==> src/rtl/stream_xbar_pkg.sv <==
// stream_xbar_pkg: shared arbiter state type and FIFO entry width helper for the stream crossbar.
package stream_xbar_pkg;

   typedef enum logic {IDLE, LOCKED} arb_state_e;

   // Entry layout is {data, last, source id}.
   function automatic int entry_width(input int data_w, input int id_w);
      return data_w + 1 + id_w;
   endfunction

endpackage

==> src/rtl/stream_fifo.sv <==
// stream_fifo: count-based synchronous FIFO; outputs read zero while empty.
module stream_fifo #(
   parameter int WIDTH = 8,
   parameter int DEPTH = 4
) (
   input  logic             clk,
   input  logic             rst,
   input  logic             push_i,
   input  logic             pop_i,
   input  logic [WIDTH-1:0] data_i,
   output logic [WIDTH-1:0] data_o,
   output logic             full_o,
   output logic             empty_o
);

   localparam int AW = $clog2(DEPTH);

   logic [WIDTH-1:0] mem_q [DEPTH];
   logic [AW-1:0]    wr_q, wr_d, rd_q, rd_d;
   logic [AW:0]      cnt_q, cnt_d;
   logic             do_push, do_pop;

   assign full_o  = cnt_q == (AW+1)'(DEPTH);
   assign empty_o = cnt_q == '0;
   assign do_push = push_i && !full_o;
   assign do_pop  = pop_i && !empty_o;
   assign data_o  = empty_o ? '0 : mem_q[rd_q];

   always_comb begin
      wr_d  = do_push ? wr_q + 1'b1 : wr_q;
      rd_d  = do_pop ? rd_q + 1'b1 : rd_q;
      cnt_d = cnt_q + (AW+1)'(do_push) - (AW+1)'(do_pop);
   end

   always_ff @(posedge clk or posedge rst) begin
      if (rst) begin
         wr_q  <= '0;
         rd_q  <= '0;
         cnt_q <= '0;
      end else begin
         wr_q  <= wr_d;
         rd_q  <= rd_d;
         cnt_q <= cnt_d;
      end
   end

   always_ff @(posedge clk) if (do_push) mem_q[wr_q] <= data_i;

endmodule

==> src/rtl/stream_xbar_buf.sv <==
// stream_xbar_buf: packet crossbar with per-output round-robin arbiter locked for a whole packet
// and a buffering FIFO on every output; out-of-range destinations are dropped.
module stream_xbar_buf
   import stream_xbar_pkg::*;
#(
   parameter int T_DATA_WIDTH = 8,
   parameter int S_DATA_COUNT = 2,
   parameter int M_DATA_COUNT = 3,
   parameter int FIFO_DEPTH   = 4,
   localparam int T_DEST_WIDTH = $clog2(M_DATA_COUNT),
   localparam int T_ID_WIDTH   = $clog2(S_DATA_COUNT)
) (
   input  logic                    clk,
   input  logic                    rst,
   input  logic [T_DATA_WIDTH-1:0] s_data_i [S_DATA_COUNT],
   input  logic [T_DEST_WIDTH-1:0] s_dest_i [S_DATA_COUNT],
   input  logic [S_DATA_COUNT-1:0] s_last_i,
   input  logic [S_DATA_COUNT-1:0] s_valid_i,
   output logic [S_DATA_COUNT-1:0] s_ready_o,
   output logic [S_DATA_COUNT-1:0] drop_o,
   output logic [T_DATA_WIDTH-1:0] m_data_o [M_DATA_COUNT],
   output logic [T_ID_WIDTH-1:0]   m_id_o [M_DATA_COUNT],
   output logic [M_DATA_COUNT-1:0] m_last_o,
   output logic [M_DATA_COUNT-1:0] m_valid_o,
   input  logic [M_DATA_COUNT-1:0] m_ready_i
);

   localparam int EW = entry_width(T_DATA_WIDTH, T_ID_WIDTH);

   arb_state_e              state_q [M_DATA_COUNT], state_d [M_DATA_COUNT];
   logic [T_ID_WIDTH-1:0]   rr_q [M_DATA_COUNT], rr_d [M_DATA_COUNT];
   logic [T_ID_WIDTH-1:0]   gnt_q [M_DATA_COUNT], gnt_d [M_DATA_COUNT];
   logic [S_DATA_COUNT-1:0] req [M_DATA_COUNT];
   logic [S_DATA_COUNT-1:0] busy;
   logic [M_DATA_COUNT-1:0] push, full, empty;
   logic [EW-1:0]           wdata [M_DATA_COUNT], rdata [M_DATA_COUNT];

   // First requester at or above rr, wrapping; lowest offset wins.
   function automatic logic [T_ID_WIDTH-1:0] pick(input logic [S_DATA_COUNT-1:0] r,
                                                  input logic [T_ID_WIDTH-1:0] rr);
      logic [T_ID_WIDTH-1:0] idx;
      pick = rr;
      for (int i = S_DATA_COUNT-1; i >= 0; i--) begin
         idx = T_ID_WIDTH'((int'(rr) + i) % S_DATA_COUNT);
         if (r[idx]) pick = idx;
      end
   endfunction

   // A source locked to any output is invisible to the other arbiters.
   always_comb begin
      busy = '0;
      for (int o = 0; o < M_DATA_COUNT; o++) if (state_q[o] == LOCKED) busy[gnt_q[o]] = 1'b1;
      for (int o = 0; o < M_DATA_COUNT; o++)
         for (int s = 0; s < S_DATA_COUNT; s++)
            req[o][s] = s_valid_i[s] && !busy[s] && int'(s_dest_i[s]) == o;
   end

   always_ff @(posedge clk or posedge rst) begin
      if (rst) begin
         state_q <= '{default: IDLE};
         rr_q    <= '{default: '0};
         gnt_q   <= '{default: '0};
      end else begin
         state_q <= state_d;
         rr_q    <= rr_d;
         gnt_q   <= gnt_d;
      end
   end

   always_comb begin
      for (int o = 0; o < M_DATA_COUNT; o++) begin
         state_d[o] = state_q[o];
         rr_d[o]    = rr_q[o];
         gnt_d[o]   = gnt_q[o];
         if (state_q[o] == IDLE && |req[o]) begin
            state_d[o] = LOCKED;
            gnt_d[o]   = pick(req[o], rr_q[o]);
         end else if (state_q[o] == LOCKED && push[o] && s_last_i[gnt_q[o]]) begin
            state_d[o] = IDLE;
            rr_d[o]    = T_ID_WIDTH'((int'(gnt_q[o]) + 1) % S_DATA_COUNT);
         end
      end
   end

   always_comb begin
      s_ready_o = '0;
      drop_o    = '0;
      for (int s = 0; s < S_DATA_COUNT; s++)
         if (!busy[s] && int'(s_dest_i[s]) >= M_DATA_COUNT) begin
            s_ready_o[s] = !rst;
            drop_o[s]    = !rst && s_valid_i[s];
         end
      for (int o = 0; o < M_DATA_COUNT; o++) begin
         push[o]  = state_q[o] == LOCKED && s_valid_i[gnt_q[o]] && !full[o];
         wdata[o] = {s_data_i[gnt_q[o]], s_last_i[gnt_q[o]], gnt_q[o]};
         if (state_q[o] == LOCKED) s_ready_o[gnt_q[o]] = !full[o];
      end
   end

   for (genvar g = 0; g < M_DATA_COUNT; g++) begin : g_out
      stream_fifo #(.WIDTH(EW), .DEPTH(FIFO_DEPTH)) u_fifo (
         .clk     (clk),
         .rst     (rst),
         .push_i  (push[g]),
         .pop_i   (m_ready_i[g]),
         .data_i  (wdata[g]),
         .data_o  (rdata[g]),
         .full_o  (full[g]),
         .empty_o (empty[g])
      );
      assign m_valid_o[g] = !empty[g];
      assign {m_data_o[g], m_last_o[g], m_id_o[g]} = rdata[g];
   end

endmodule

==> config.mk <==
export PLATFORM = sky130hd
export DESIGN_NAME = stream_xbar_buf
export DESIGN_NICKNAME = d
export VERILOG_FILES = /design/src/rtl/stream_xbar_pkg.sv /design/src/rtl/stream_fifo.sv /design/src/rtl/stream_xbar_buf.sv
export SDC_FILE = /design/constraint.sdc
export NUM_CORES = 1
export LEC_CHECK = 0
export CORE_ASPECT_RATIO = 1.75
export CORE_MARGIN = 10
export CORE_UTILIZATION = 35
export CTS_BUF_LIST = sky130_fd_sc_hd__clkbuf_8
export CTS_CLUSTER_DIAMETER = 80
export DETAILED_ROUTE_END_ITERATION = 8
export PLACE_DENSITY = 0.57
export SYNTH_ARGS = -nofsm -noshare
export SYNTH_HDL_FRONTEND = slang
export SYNTH_SLANG_ARGS = --single-unit
export TNS_END_PERCENT = 20
==> constraint.sdc <==
create_clock -name clk -period 4.3 [get_ports clk]
set_clock_uncertainty 0.2 [all_clocks]
set_input_delay 0.43 -clock clk [delete_from_list [all_inputs] [get_ports clk]]
set_output_delay 0.43 -clock clk [all_outputs]
set_load 0.02 [all_outputs]
# After elaboration in Yosys (flattened, before gate mapping)
# Memory sizes are Yosys's and may differ from the RTL's.
# Index checks and enable logic that the tools add are counted.
[totals]
memories = 3
ram_bits = 120
regBits = 30
word_cells = 206
[classes]
n_lt_le_gt_ge = 17
reduce_logical = 59
addsub = 18
muxes = 73
n_bitwise = 11
eq_ne = 7
[mem_list]
columns = ["memory", "depth", "width", "rd", "rd_ports_with_merged_regs", "write_ports", "line", "text"]
rows = [
  ["g_out[0].u_fifo.mem_q", 4, 10, 1, 0, 1, "stream_fifo.sv:18", "logic [WIDTH-1:0] mem_q [DEPTH];"],
  ["g_out[1].u_fifo.mem_q", 4, 10, 1, 0, 1, "stream_fifo.sv:18", ""],
  ["g_out[2].u_fifo.mem_q", 4, 10, 1, 0, 1, "stream_fifo.sv:18", ""],
]
[ops]
columns = ["operator", "count"]
rows = [
  ["8-bit 2-to-1 mux", 9],
  ["1-bit 2-to-1 mux", 49],
  ["1-bit logical AND", 36],
  ["10-bit 2-to-1 mux", 3],
  ["1-bit by 2-bit < comparator with 1-bit output (second input constant)", 9],
  ["2-bit by 1-bit adder with 2-bit output (second input constant)", 6],
  ["2-bit 2-to-1 mux", 6],
  ["2-bit greater-or-equal comparator (second input constant)", 5],
  ["3-bit by 1-bit adder with 3-bit output", 3],
  ["3-bit equality test (second input constant)", 3],
  ["1-bit logical NOT", 9],
  ["3-bit logical NOT", 3],
  ["3-bit by 1-bit subtractor with 3-bit output", 3],
  ["2-bit equality test (second input constant)", 4],
  ["1-bit adder (second input constant)", 6],
  ["2-bit bitwise mux", 3],
  ["1-bit NOT", 6],
  ["1-bit NOT with 2-bit output", 3],
  ["2-bit AND reduction", 3],
  ["2-bit nonzero test", 3],
  ["2-bit OR reduction", 3],
  ["2-bit logical NOT", 2],
  ["2-bit bitwise OR", 2],
  ["1-bit demux with 1-bit select", 3],
  ["1-bit greater-or-equal comparator (second input constant)", 3],
]

# Depth between registers and ports, before layout
# Gate-level depths: netlist of the first run.
[depth]
ltp_word = 18
mapped_depth = 9

# By module
# A second synthesis of the first run with hierarchy kept.
[hier_totals]
cells_unflattened = 404
hier_area_um2 = 6982.9
[by_module_without_submodules]
columns = ["mod", "cells_each", "area_each_um2", "instances"]
rows = [
  ["stream_fifo", 100, 1996.9, 3],
  ["stream_xbar_buf", 104, 992.2, 1],
]

# Least setup slack after synthesis of the first run
# Ideal clock, no wire load.
[synth_timing]
kind = "input-to-output"
start = "in rst"
end = "out s_ready_o[0]"
arrival_time_ns = 1.809
n_path_buf = 0
path_slack_ns = 1.861
path_stages = 4
path_cell_list = "inv_1 and3_1 a311oi_1 o22ai_1"
[synth_via]
elab_chain_cells = 8
[synth_rtl]
columns = ["item", "line", "text"]
rows = [
  ["start: declaration", "stream_xbar_buf.sv:14", "input logic rst,"],
  ["1-bit logical NOT (no source line) (*)", "-", ""],
  ["1-bit 2-to-1 mux (*)", "stream_xbar_buf.sv:89", "if (!busy[s] && int'(s_dest_i[s]) >= M_DATA_COUNT) begin"],
  ["2-bit bitwise mux", "stream_xbar_buf.sv:96", "if (state_q[o] == LOCKED) s_ready_o[gnt_q[o]] = !full[o];"],
  ["2-bit 2-to-1 mux (*)", "stream_xbar_buf.sv:96", ""],
  ["2-bit bitwise mux", "stream_xbar_buf.sv:96", ""],
  ["2-bit 2-to-1 mux (*)", "stream_xbar_buf.sv:96", ""],
  ["2-bit bitwise mux", "stream_xbar_buf.sv:96", ""],
  ["2-bit 2-to-1 mux (*)", "stream_xbar_buf.sv:96", ""],
  ["end: declaration", "stream_xbar_buf.sv:19", "output logic [S_DATA_COUNT-1:0] s_ready_o,"],
]
# Every way passes the cells marked *; elsewhere a longest branch is shown, timed or not.

# Final worst setup path of the first run
[layout_timing]
start = "reg gnt_q[2] in the netlist's numbering"
end = "out s_ready_o[0]"
[layout_via]
elab_chain_cells = 18
[layout_rtl]
columns = ["item", "line", "text"]
rows = [
  ["start: declaration", "stream_xbar_buf.sv:32", "logic [T_ID_WIDTH-1:0] gnt_q [M_DATA_COUNT], gnt_d [M_DATA_COUNT];"],
  ["start signal: assignment", "stream_xbar_buf.sv:66", "gnt_q <= gnt_d;"],
  ["1-bit by 2-bit < comparator with 1-bit output (not written as such) or 1-bit greater-or-equal comparator (tied branches)", "stream_xbar_buf.sv:52, stream_xbar_buf.sv:96", ""],
  ["1-bit logical AND (not written as such)", "stream_xbar_buf.sv:52, stream_xbar_buf.sv:96", ""],
  ["1-bit 2-to-1 mux (not written as such)", "stream_xbar_buf.sv:52, stream_xbar_buf.sv:96", ""],
  ["1-bit demux with 1-bit select (*)", "stream_xbar_buf.sv:52, stream_xbar_buf.sv:96", ""],
  ["2-bit 2-to-1 mux", "stream_xbar_buf.sv:52", "for (int o = 0; o < M_DATA_COUNT; o++) if (state_q[o] == LOCKED) busy[gnt_q[o]] = 1'b1;"],
  ["2-bit bitwise OR (no source line)", "-", ""],
  ["2-bit 2-to-1 mux", "stream_xbar_buf.sv:52", ""],
  ["2-bit bitwise OR (no source line)", "-", ""],
  ["[... 2 more ...]", "-", ""],
  ["1-bit logical AND", "stream_xbar_buf.sv:89", ""],
  ["1-bit 2-to-1 mux", "stream_xbar_buf.sv:89", ""],
  ["2-bit bitwise mux", "stream_xbar_buf.sv:96", ""],
  ["2-bit 2-to-1 mux (*)", "stream_xbar_buf.sv:96", ""],
  ["2-bit bitwise mux", "stream_xbar_buf.sv:96", ""],
  ["2-bit 2-to-1 mux (*)", "stream_xbar_buf.sv:96", ""],
  ["2-bit bitwise mux", "stream_xbar_buf.sv:96", ""],
  ["2-bit 2-to-1 mux (*)", "stream_xbar_buf.sv:96", ""],
]
# Marks and branches as above.

==> results of run 1 <==
metal layers:
| layer | routed length (µm) | GRT usage, % | vias to the layer above |
|---|---|---|---|
| met4 | 265 | 5.10 | 0 |
| met1 | 5500 | 12.4 | 1866 |
| met5 | 0 | 0 | - |
| met2 | 8230 | 22.2 | 76 |
| met3 | 480 | 2.66 | 16 |
| li1 | - | - | 1648 |
synthesized netlist by cell type, drive strengths merged:
master   number
inv          24
mux2         28
nand4         1
clkbuf        9
a2bb2oi       1
a31oi         1
or2b          2
and2b         1
a32oi         1
nor3b         3
o41ai         1
a222oi        1
fa            3
nor2          4
o22ai         2
o31ai         1
a21oi         5
o2bb2ai       1
nor4          1
nand2b        2
buf           8
a21bo         1
o21ai         5
xnor2        12
a41oi         2
or3b          1
o32a          1
nand3         4
xor2          3
a311oi        1
o21a          1
and2         45
nor2b         3
mux4         30
a22oi         1
nor3          2
or3           7
and3          1
a32o          1
edfxtp      120
dfrtp        30
nand2         8
ha           18
mux2i         3
final cells by class:
cell class | count | share of cell area (%)
inverters | 24 | 1.14
well taps | 238 | 3.76
clock inverters | 15 | 1.50
clock buffers | 17 | 2.95
flip-flops and latches | 150 | 55.0
repair buffers | 68 | 8.50
multi-input cells | 209 | 27.2
power breakdown:
| part | total, mW | internal [mW] | switching, mW |
|---|---|---|---|
| Clock | 0.984 | 0.409 | 0.575 |
| Combinational | 2.38 | 1.23 | 1.14 |
| Sequential | 2.42 | 2.03 | 0.390 |
cell families (layout without fill, tap and decap cells):
logic type | Yosys count | count (layout) | share of synthesized area [%]
xor+xnor | 15 | 15 | 1.97
mux | 61 | 61 | 15.3
buf+inv | 41 | 124 | 2.62
fa+ha+maj | 21 | 21 | 4.27
compound gates | 27 | 27 | 2.96
flops | 150 | 150 | 65.2
simple gates | 85 | 85 | 7.75
cells in the final DEF (no fill, tap or decap), types with 7 or more instances in the layout:
| master | synthesis | layout |
|---|---|---|
| sky130_fd_sc_hd__and2_1 | 45 | 45 |
| sky130_fd_sc_hd__mux2_2 | 28 | 28 |
| sky130_fd_sc_hd__mux4_2 | 30 | 30 |
| sky130_fd_sc_hd__edfxtp_1 | 120 | 120 |
| sky130_fd_sc_hd__inv_1 | 23 | 23 |
| sky130_fd_sc_hd__ha_1 | 18 | 18 |
| sky130_fd_sc_hd__or3_1 | 7 | 7 |
| sky130_fd_sc_hd__dfrtp_1 | 30 | 30 |
| sky130_fd_sc_hd__clkdlybuf4s50_1 | 0 | 65 |
| sky130_fd_sc_hd__nand2_1 | 8 | 8 |
| sky130_fd_sc_hd__xnor2_1 | 12 | 12 |
| sky130_fd_sc_hd__clkbuf_8 | 0 | 17 |
registers in the layout, indices dropped and copies added (netlist names):
name                count
g_out.u_fifo.cnt_q      9
g_out.u_fifo.mem_q    120
g_out.u_fifo.rd_q       6
g_out.u_fifo.wr_q       6
gnt_q                   3
rr_q                    3
state_q                 3
through the flow:
stage          power [mW]  setup slack, ns  cell area [µm²]  util, %
6_report             5.78            0.997             7920     42.4
5_1_grt              6.17            0.836             7920     42.4
4_1_cts              5.89            0.948             7920     42.4
3_5_place_dp         4.90             1.32             7570     40.6
3_3_place_gp         4.82             1.40             7570     40.6
2_1_floorplan        3.94             1.86             6680        -
path summary, 6_finish.rpt:
kind                                          start                       end  cells after the start  slack (ns)
min in group asynchronous                       rst                state_q[0]                      3        0.30
hold / removal             g_out[2].u_fifo.cnt_q[2]  g_out[2].u_fifo.cnt_q[2]                      1        0.29
max in group asynchronous                       rst   g_out[2].u_fifo.rd_q[1]                      3        3.29
setup / recovery                           gnt_q[2]              s_ready_o[0]                      5         1.0
hold reg to reg            g_out[2].u_fifo.cnt_q[2]  g_out[2].u_fifo.cnt_q[2]                      1        0.29
setup reg to reg           g_out[2].u_fifo.cnt_q[2]  g_out[2].u_fifo.cnt_q[2]                      9        1.48
worst reg2reg max path, delay by kind of cell, from the launching register on:
family / cells / cell delay, ns
xor+xnor: 2 / 0.31
fa+ha+maj: 3 / 0.80
buf+inv: 2 / 0.09
flops: 1 / 0.41
simple gates: 2 / 0.94
==> impl_metrics.py, run 1 <==
metrics = {
    "clock_network": {
        "clk_latency_ns": 0.46,
        "ctsHtreeMaxLevel": 4,
        "cts_root_buf": "sky130_fd_sc_hd__clkbuf_8",
        "clock-sinks": 150,
        "cts_made_buffers": 17,
        "postCtsSetupRepairBufs": 0,
        "post_cts.resized_instances": 0,
        "cts.hold.buffers_added": 0,
        "cts_buffer_depth": 2,
        "cts_tree": "yes",
        "clkSlewWorstSetupHoldPaths_ns": 0.09,
    },
    "critical_path": {
        "max_stage_delay_ns": 0.68,
        "crit_slowest_cell": "sky130_fd_sc_hd__dfrtp_1",
        "worstSetupStartpointType": "register",
        "crit_fanout": 19,
        "critPathArrivalTime_ns": 2.67,
        "setup.worst_path.class": "register to output pin",
        "setup.worst_path.end_class": "output pin",
        "required_arrival_time_at_the_worst_endpoint_ns": 3.67,
        "critical-path-top-delay-family": "flip-flops",
        "critical_path.n_buffers_inverters": 1,
        "timing.critical_path.cells": "or2b_2 > a21oi_1 > a311oi_1 > o22ai_1 > clkdlybuf4s50_1",
    },
    "synth": {
        "area_fraction_of_the_dominant_cell_type_after_synthesis_pct": 53.9,
        "syn-num-nets": 450,
        "syn-cell-area_mm2": 0.00668,
        "synth.area.top_cells": "sky130_fd_sc_hd__edfxtp_1 (54%), sky130_fd_sc_hd__dfrtp_1 (11%), sky130_fd_sc_hd__mux4_2 (10%)",
        "synth.ff_latch_count": 150,
        "synth.largest_area_cell": "sky130_fd_sc_hd__edfxtp_1",
        "synth_warnings": 0,
        "synthesis.instances": 400,
        "synth_area_per_cell_um2": 16.7,
        "distinct_cells_synth": 48,
        "ys_seq_area_share_pct": 65.2,
    },
    "sta": {
        "drv_slew": 0,
        "hold_violations": 0,
        "finalCriticalPeriod_ns": 3.30,
        "final-setup-viol-count": 0,
        "slew-limit-headroom_pct": 47.6,
        "worstMarginPinSlew_ns": 0.786,
        "worst_hold_slack_ns": 0.293,
        "fin_tns_setup_ns": 0,
        "grt_setup_unrepaired": "false",
        "min_period_over_period_pct": 76.8,
        "achievable-frequency_mhz": 303,
    },
    "die": {
        "die-area_mm2": 0.0252,
        "boundary_pin_count": 66,
        "core-area_mm2": 0.0187,
        "fp.dieH_um": 203,
        "placementRows": 66,
        "die_w_um": 124,
        "start_util_pct": 35.8,
    },
    "placement": {
        "finalWeightedCongestion": 0.795,
        "placed_cell_count": 689,
        "placement.io_buffers": 65,
        "hpwlAfterDp_um": 10400,
    },
    "route": {
        "final_antenna_net_count": 0,
        "detail_route.drc_violations": 0,
        "via_per_inst": 5.00,
        "first_pass_iters": 4,
        "initialDrtViolationCount": 187,
        "wirelength_um": 14500,
        "drt-wirelength-per-cell_um": 20.1,
        "vias": 3606,
    },
    "power": {
        "power_density_mw_per_mm2": 730,
        "p_leak_nw": 2.75,
        "vdd_drop_max_mv": 0.275,
    },
    "grt": {
        "grt_pass1_vias": 4036,
        "grt.total_usage_pct": 11.9,
        "global_route_wire_length_before_repair_um": 23400,
        "overflow": 0,
        "maximum_number_of_pins_on_one_net_before_global_route_repair": 31,
        "antenna_found_initial": 0,
    },
    "final_layout": {
        "final.fill_count": 1756,
        "ratio_of_cells_with_drive_above_1_in_the_final_layout_pct": 20.5,
        "n_antenna_cell": 0,
        "sequential_cell_area_mm2": 0.00435,
        "fin_cells": 721,
        "area_growth_syn_to_layout_pct": 18.5,
        "final_nets": 520,
        "multiInputGateArea_mm2": 0.00215,
    },
    "worst_hold_path": {
        "worstHoldPathType": "register to register",
    },
    "flow_run": {
        "max_cap_violations": 0,
    },
    "outcome": {
        "run_status": "complete, no violations",
    },
}
Power figures use the tool's default switching activity.
==> run 2: changes to the inputs <==
==> constraint.sdc (replaced) <==
create_clock -name clk -period 3.1 [get_ports clk]
set_clock_uncertainty 0.2 [all_clocks]
set_input_delay 0.31 -clock clk [delete_from_list [all_inputs] [get_ports clk]]
set_output_delay 0.31 -clock clk [all_outputs]
set_load 0.02 [all_outputs]
==> run 2 against run 1 <==
  * Total power is 46% higher
  * First-iteration DRC count decreased by 9.1%
  * Worst setup slack lost 0.84 ns
  * Clock power is 71% higher
  * Non-clock buffer count up 11
  * Sequential power grew 31%
  * Largest power group is now combinational cells
==> impl_metrics.py, run 2 (synthesis results as in run 1) <==
metrics = {
    "power": {
        "power_density_mw_per_mm2": 1040,
        "netSwitchingFraction_pct": 34.2,
        "power.share.sequential_pct": 37.5,
        "intPower_mw": 5.57,
        "vdd_drop_max_mv": 0.436,
        "p_leak_nw": 2.86,
        "net-switching-power_mw": 2.89,
        "clock_power_share_pct": 19.9,
        "p_comb_share_pct": 42.6,
    },
    "clock_network": {
        "clk_latency_ns": 0.44,
        "cts_tree": "yes",
        "clock-sinks": 150,
        "post_cts.resized_instances": 0,
        "ctsHtreeMaxLevel": 4,
        "cts.hold.buffers_added": 0,
        "clkSlewWorstSetupHoldPaths_ns": 0.08,
        "cts_root_buf": "sky130_fd_sc_hd__clkbuf_8",
        "postCtsSetupRepairBufs": 0,
        "cts_buffer_depth": 2,
        "cts_made_buffers": 17,
    },
    "critical_path": {
        "crit-reg2reg-launch": "g_out[1].u_fifo.cnt_q[1]",
        "crit_fanout": 9,
        "ff2ff_setup_slack_ns": 0.53,
        "critPathArrivalTime_ns": 2.43,
        "worstReg2RegEnd": "g_out[1].u_fifo.cnt_q[2]",
        "setup.worst_path.class": "register to output pin",
        "worstSetupStartpointType": "register",
        "worst-r2r-cell-count": 9,
        "required_arrival_time_at_the_worst_endpoint_ns": 2.59,
        "setup.worst_path.end_class": "output pin",
    },
    "route": {
        "first_pass_iters": 4,
        "drt-wirelength-per-cell_um": 19.8,
        "wirelength_um": 14500,
        "vias": 3602,
        "via_per_inst": 4.92,
        "final_antenna_net_count": 0,
        "initialDrtViolationCount": 170,
        "detail_route.drc_violations": 0,
    },
    "final_layout": {
        "multiInputGateArea_mm2": 0.00215,
        "final_nets": 531,
        "final.fill_count": 1726,
        "sequential_cell_area_mm2": 0.00435,
        "final_cell_mix": "sky130_fd_sc_hd__edfxtp_1 (120), sky130_fd_sc_hd__clkdlybuf4s50_1 (65), sky130_fd_sc_hd__and2_1 (45), sky130_fd_sc_hd__mux4_2 (30), sky130_fd_sc_hd__dfrtp_1 (30)",
        "ratio_of_cells_with_drive_above_1_in_the_final_layout_pct": 22.3,
        "layout_top_registers": "g_out.u_fifo.mem_q x120, g_out.u_fifo.cnt_q x9",
        "n_antenna_cell": 0,
        "area_growth_syn_to_layout_pct": 21.2,
        "regMostFlops": "g_out.u_fifo.mem_q",
        "largest_reg_flops": 120,
        "final_util_pct": 43.4,
        "most_common_cell_after_layout_fill_and_taps_aside": "sky130_fd_sc_hd__edfxtp_1",
    },
    "die": {
        "fp.dieH_um": 203,
        "core-area_mm2": 0.0187,
        "start_util_pct": 35.8,
        "placementRows": 66,
        "boundary_pin_count": 66,
        "die_w_um": 124,
        "die-area_mm2": 0.0252,
    },
    "grt": {
        "overflow": 0,
        "grt.met3_usage_pct": 3.00,
        "antenna_found_initial": 0,
        "grt_util_met2_pct": 22.5,
        "top_usage_layer": "met2",
        "use_met1_pct": 11.7,
        "grt.total_usage_pct": 11.8,
        "maximum_number_of_pins_on_one_net_before_global_route_repair": 31,
        "global_route_wire_length_before_repair_um": 23200,
        "grt_pass1_vias": 4121,
    },
    "sta": {
        "min_period_over_period_pct": 94.8,
        "drv_slew": 0,
        "timing.final.ws_setup_ns": 0.162,
        "finalCriticalPeriod_ns": 2.94,
        "grt_setup_unrepaired": "false",
        "worstMarginPinSlew_ns": 0.596,
        "slew-limit-headroom_pct": 60.2,
        "hold_violations": 0,
        "fin_tns_setup_ns": 0,
        "final-setup-viol-count": 0,
        "achievable-frequency_mhz": 340,
    },
    "worst_hold_path": {
        "worstHoldPathType": "primary input to async pin",
    },
    "flow_run": {
        "max_cap_violations": 0,
    },
    "placement": {
        "preCtsSetupSlack_ns": 0.428,
        "hpwlAfterDp_um": 10500,
        "finalWeightedCongestion": 0.791,
        "placement.io_buffers": 65,
    },
    "outcome": {
        "run_status": "complete, no violations",
    },
}
-- run 2: cell types whose count changed in the layout (fill, tap and decap cells not counted), sizes merged --
cell,delta
clkinvlp,-2
clkinv,+1
buf,+11
inv,-4
bufinv,+5
-- run 2: how the worst max path moves through the flow --
stage / from / to / cells past startpoint
2_1_floorplan: g_out[1].u_fifo.cnt_q[1] / g_out[1].u_fifo.cnt_q[2] / 9
3_3_place_gp: s_valid_i[1] / g_out[1].u_fifo.cnt_q[2] / 9
3_5_place_dp: s_valid_i[1] / g_out[1].u_fifo.cnt_q[2] / 9
4_1_cts: g_out[2].u_fifo.rd_q[0] / m_data_o[4] / 4
5_1_grt: g_out[2].u_fifo.rd_q[0] / m_data_o[1] / 4
6_report: g_out[2].u_fifo.rd_q[0] / m_data_o[4] / 4
-- run 2: per-layer routing --
| layer | part of all wire (%) | vias to the layer above |
|---|---|---|
| met5 | 0 | - |
| met4 | 1.9 | 0 |
| met3 | 3.8 | 18 |
| met2 | 57 | 62 |
| met1 | 37 | 1854 |
| li1 | - | 1668 |
-- run 2: through the flow --
step	instance area, µm²	instances	power, mW	hold WS (ns)
after floorplan	6680	400	5.47	0.206
final	8100	732	8.46	0.166
after CTS	8100	732	8.62	0.179
after global routing	8100	732	8.99	0.215
after global placement	7650	700	6.82	0.269
after detailed placement	7650	700	6.93	0.277
-- run 2: worst max-delay path, stage by stage (launching register included) --
cell	delay [ns]
sky130_fd_sc_hd__dfrtp_1	0.48
sky130_fd_sc_hd__buf_4	0.28
sky130_fd_sc_hd__mux4_2	0.53
sky130_fd_sc_hd__and2_1	0.17
sky130_fd_sc_hd__clkdlybuf4s50_1	0.54
-- run 2: power groups by stage --
stage / sequential [mW] / clock, mW / combinational, mW
global placement: 3.20 / 0 / 3.63
detailed placement: 3.23 / 0 / 3.70
global route: 3.24 / 1.80 / 3.95
floorplan: 3.04 / 0 / 2.42
CTS: 3.18 / 1.72 / 3.72
finish: 3.17 / 1.68 / 3.61
-- run 2: area by class of cell --
| type | count | area share, % |
|---|---|---|
| clock buffers | 17 | 2.89 |
| clock inverters | 15 | 2.64 |
| inverters | 24 | 1.11 |
| multi-input cells | 209 | 26.6 |
| flip-flops and latches | 150 | 53.8 |
| well taps | 238 | 3.68 |
| repair buffers | 79 | 9.33 |
